## src/rtl/pc_gen.sv

```systemverilog
// Program-counter generator for the rysy fetch stage: sequential advance, redirect, flush window.
// Optional macro PC_MISALIGN_TRAP_EN rejects misaligned redirect targets and pulses misalign.
`ifndef REG_LEN
`define REG_LEN 32
`endif

module pc_gen #(
  parameter logic [`REG_LEN-1:0] RESET_VEC    = 32'h0000_0000,
  parameter int unsigned         PC_STEP      = 4,
  parameter int unsigned         FLUSH_CYCLES = 2
) (
  input  logic                clk,
  input  logic                rst,
  input  logic                stall,
  input  logic                jump_en,
  input  logic [`REG_LEN-1:0] jump_addr,
  output logic [`REG_LEN-1:0] pc,
  output logic                flush,
  output logic                misalign
);

  localparam int unsigned PC_W  = `REG_LEN;
  localparam int unsigned CNT_W = (FLUSH_CYCLES > 1) ? $clog2(FLUSH_CYCLES) : 1;

  localparam logic [0:0] ST_RUN   = 1'b0;
  localparam logic [0:0] ST_FLUSH = 1'b1;

  logic [0:0]      state_q, state_d;
  logic [CNT_W-1:0] cnt_q, cnt_d;
  logic [PC_W-1:0]  pc_q, pc_d;

`ifdef PC_MISALIGN_TRAP_EN
  logic misalign_q, misalign_d;
`endif

  // State register
  always_ff @(posedge clk or posedge rst) begin
    if (rst) begin
      state_q <= ST_RUN;
      cnt_q   <= '0;
      pc_q    <= RESET_VEC;
`ifdef PC_MISALIGN_TRAP_EN
      misalign_q <= 1'b0;
`endif
    end else begin
      state_q <= state_d;
      cnt_q   <= cnt_d;
      pc_q    <= pc_d;
`ifdef PC_MISALIGN_TRAP_EN
      misalign_q <= misalign_d;
`endif
    end
  end

  // Next-state: redirect beats stall; redirects seen during a flush belong to squashed code
  always_comb begin
    state_d = state_q;
    cnt_d   = cnt_q;
    pc_d    = pc_q;
`ifdef PC_MISALIGN_TRAP_EN
    misalign_d = 1'b0;
`endif
    if ((state_q == ST_RUN) && jump_en) begin
`ifdef PC_MISALIGN_TRAP_EN
      if (jump_addr[1:0] != 2'b00) begin
        misalign_d = 1'b1;
      end else begin
        pc_d    = jump_addr;
        state_d = ST_FLUSH;
        cnt_d   = CNT_W'(FLUSH_CYCLES - 1);
      end
`else
      pc_d    = jump_addr & ~PC_W'(3);
      state_d = ST_FLUSH;
      cnt_d   = CNT_W'(FLUSH_CYCLES - 1);
`endif
    end else if (!stall) begin
      pc_d = pc_q + PC_W'(PC_STEP);
      if (state_q == ST_FLUSH) begin
        if (cnt_q == '0) begin
          state_d = ST_RUN;
        end else begin
          cnt_d = cnt_q - CNT_W'(1);
        end
      end
    end
  end

  assign pc    = pc_q;
  assign flush = (state_q == ST_FLUSH);

`ifdef PC_MISALIGN_TRAP_EN
  assign misalign = misalign_q;
`else
  assign misalign = 1'b0;
`endif

endmodule

```

## config.mk

```make
export PLATFORM = sky130hd
export DESIGN_NAME = pc_gen
export DESIGN_NICKNAME = d
export VERILOG_FILES = /design/src/rtl/pc_gen.sv
export SDC_FILE = /design/constraint.sdc
export NUM_CORES = 1
export LEC_CHECK = 0
export CAP_MARGIN = 0
export CELL_PAD_IN_SITES_DETAIL_PLACEMENT = 1
export CELL_PAD_IN_SITES_GLOBAL_PLACEMENT = 1
export CORE_MARGIN = 2
export CORE_UTILIZATION = 32
export DETAILED_ROUTE_END_ITERATION = 10
export HOLD_SLACK_MARGIN = 0.06
export PLACE_DENSITY_LB_ADDON = 0.1
export SYNTH_ARGS = -nofsm -noshare
export SYNTH_HDL_FRONTEND = slang
export SYNTH_SLANG_ARGS = --single-unit
```

## constraint.sdc

```tcl
create_clock -name clk -period 2.7 [get_ports clk]
set_input_delay 0.81 -clock clk [delete_from_list [all_inputs] [get_ports clk]]
set_output_delay 0.81 -clock clk [all_outputs]
set_load 0.05 [all_outputs]
```

==> impl_metrics.ini <==
[hold_path]
worstHoldPathCells = 2
min_from = cnt_q$_DFFE_PP0P_
hp-class = reg2reg
holdPathEnd = cnt_q$_DFFE_PP0P_

[run_status]
status = finished, final reports clean

[logic_synthesis]
synth-seq-cells = 32
synth.area.top_cells = dfrtp_1, nand2_1, or4_1, a31oi_1, o31ai_1
synth_cell_types = 37
synth_top_area_share = 0.420
synth_area_leader_cell = dfrtp_1
synth.avg_cell_area_sq_um = 8.86
yosys_warnings = 0
synth_flop_cell = dfrtp_1
ys_async_sr_fraction = 1.00
synth_enable_flop_cells = 0
syn_area_sq_um = 1900
synthCells = 215
ys_seq_area_frac = 0.420

[global_routing]
gr-usage-all-layers = 0.180
grt_pass1_vias = 1888
antenna_found_initial = 0
grt_pass1_wl_mm = 9.10
grt_max_degree = 33
overflow = 0

[timing]
fin_hold_ws_ns = 0.546
max-slew-margin-rel = 0.661
min_period_ns = 2.44
hold_viol = 0
grt_setup_unrepaired = no
worstMarginPinSlew_ns = 0.507
max_freq_mhz = 410
fin_ws_ns = 0.261
fin_skew_ns = 0.00288
slew_violations = 0
setup_violations = 0
fin_crit_sh = 0.903

[floorplan]
die_w_um = 81.1
io_pins = 70
die_area_sq_um = 6580
rows = 28
die_h_um = 81.1
start_util = 0.325
core_area_sq_um = 5850

[setup_path]
critPathRequiredTime_ns = 1.89
worstPathCellList = clkdlybuf4s50_1
crit_fanout = 8
critPathBufInv = 1
cp_slowest_cell = clkdlybuf4s50_1
ff2ff_path_depth = 4
rr_startpoint = pc[4]$_DFFE_PP0N_
max_stage_delay_ns = 0.86
cp_top_family = buffers and inverters
worstSetupStartpointType = flip-flop
r2r_setup_slack_ns = 0.57
endpoint_kind = output pin
crit_arrival_ns = 1.63
cp.depth = 1
worstSetupPathType = reg2out
rr_endpoint = pc[30]$_DFFE_PP0N_

[cells_and_area]
nFillCells = 693
mostFrequentLayoutCell = clkdlybuf4s50_1
syn_to_final_growth_pct = 43.6
post_route_cells_drive_above_1_share = 0.0801
antenna_cells = 0
final_cell_mix = clkdlybuf4s50_1, dfrtp_1, nand2_1, nor2_1, o21ai_0
multi_input_area_sq_um = 1000
nNetsFinal = 323
seqCellArea_sq_um = 801

[power_and_ir_drop]
power.internal_mw = 1.61
power_leakage_nw = 1.03
p_sw_frac = 0.523
powerDensity_nw_per_um2 = 1240
clockPowerShare = 0.115
power.switching_mw = 1.77
pwr-share-seq = 0.312
peakVddDrop_mv = 0.565
p_comb_frac = 0.573

[placement]
hpwl_mm = 4.07
preCtsSetupSlack_ns = -0.00746
globalplace.congestion = 0.712
port_buffers = 64

[cts]
h-tree-depth = 2
holdBufCountCts = 0
cts_max_path_buffers = 2
clock_latency_ns = 0.28
cts_buffers = 5
post_cts_buffers = 0
root_buffer = clkbuf_8
ctsResizeCount = 0
cts_tree = done
cts.reportedPaths.clkPinSlew_ns = 0.07
cts_sinks = 32

[drt]
drt_iter0_markers = 75
drt_wl_total_mm = 5.51
drcViolationCount = 0
first_pass_iters = 4
num_vias = 1910
vias_per_cell = 5.28
wire_per_inst_um = 15.2
drt.antenna.violating_nets = 0

[job]
max_cap_viol_count = 0
[worst max-delay path by stage]
stage | start | to | slack, ns
final | pc[10]$_DFFE_PP0N_ | pc[10] | 0.26
after global routing | stall | pc[23]$_DFFE_PP0N_ | 0.18
after CTS | pc[4]$_DFFE_PP0N_ | pc[4] | 0.25
after detailed placement | stall | pc[15]$_DFFE_PP0N_ | -0.007
after global placement | stall | pc[25]$_DFFE_PP0N_ | 0.03
after floorplan | stall | pc[15]$_DFFE_PP0N_ | 0.29
[cells in the mapped netlist (all sizes together) (2+ instances only)]
cell type / n
o21ai: 15
dfrtp: 32
nand2: 28
and3: 5
or4: 14
nand4: 7
xnor2: 7
a21oi: 3
nand2b: 2
a211o: 2
o31ai: 11
nor2b: 2
clkbuf: 9
inv: 3
or3: 3
nor2: 19
buf: 6
o211ai: 2
nor3: 3
a31oi: 14
nand3: 10
xor2: 4
and4: 4
nor4: 3
[layer usage]
| layer | global-route usage | vias up | wire [um] |
|---|---|---|---|
| li1 | - | 932 | - |
| met1 | 0.231 | 927 | 2580 |
| met2 | 0.302 | 45 | 2610 |
| met3 | 0.0411 | 6 | 252 |
| met4 | 0.0525 | 0 | 64 |
| met5 | 0 | - | 0 |
[metrics by stage]
step / area (sq um) / total power, mW / util / setup TNS, ns / std cells
after floorplan: 1910 / 2.30 / - / 0 / 217
after global placement: 2640 / 2.98 / 0.452 / 0 / 354
after detailed placement: 2640 / 3.01 / 0.452 / -0.00746 / 354
after CTS: 2730 / 3.42 / 0.467 / 0 / 362
after global routing: 2730 / 3.60 / 0.467 / 0 / 362
final: 2730 / 3.38 / 0.467 / 0 / 362
[kinds of logic (layout without fill, tap and decap cells)]
| kind of cell | Yosys count | count (layout) | synth area share |
|---|---|---|---|
| buffers and inverters | 18 | 88 | 0.0598 |
| muxes | 1 | 1 | 0.00526 |
| and+or+nand+nor | 103 | 103 | 0.296 |
| DFF | 32 | 32 | 0.421 |
| xor gates and xnor gates | 11 | 11 | 0.0506 |
| AOI/OAI and AO/OA | 48 | 48 | 0.159 |
| adders and majority gates | 1 | 1 | 0.00657 |
| other | 1 | 3 | 0.00197 |
[area by class of cell]
| class | count | area share |
|---|---|---|
| inverters | 3 | 0.00412 |
| clock buffers | 8 | 0.0330 |
| multi-input cells | 167 | 0.366 |
| flip-flops and latches | 32 | 0.293 |
| well taps | 75 | 0.0343 |
| repair buffers | 77 | 0.270 |
[power groups by stage]
stage / Clock [mW] / Combinational [mW] / Sequential, mW
after floorplan: 0 / 0.536 / 1.77
after global placement: 0 / 1.92 / 1.06
after detailed placement: 0 / 1.95 / 1.06
after CTS: 0.401 / 1.96 / 1.06
after global routing: 0.425 / 2.07 / 1.11
final: 0.390 / 1.94 / 1.06
[flip-flops by register name, summed over array words and instances (netlist names)]
| signal | count |
|---|---|
| pc | 30 |
| cnt_q | 1 |
| flush | 1 |
Power figures use the tool's default switching activity.
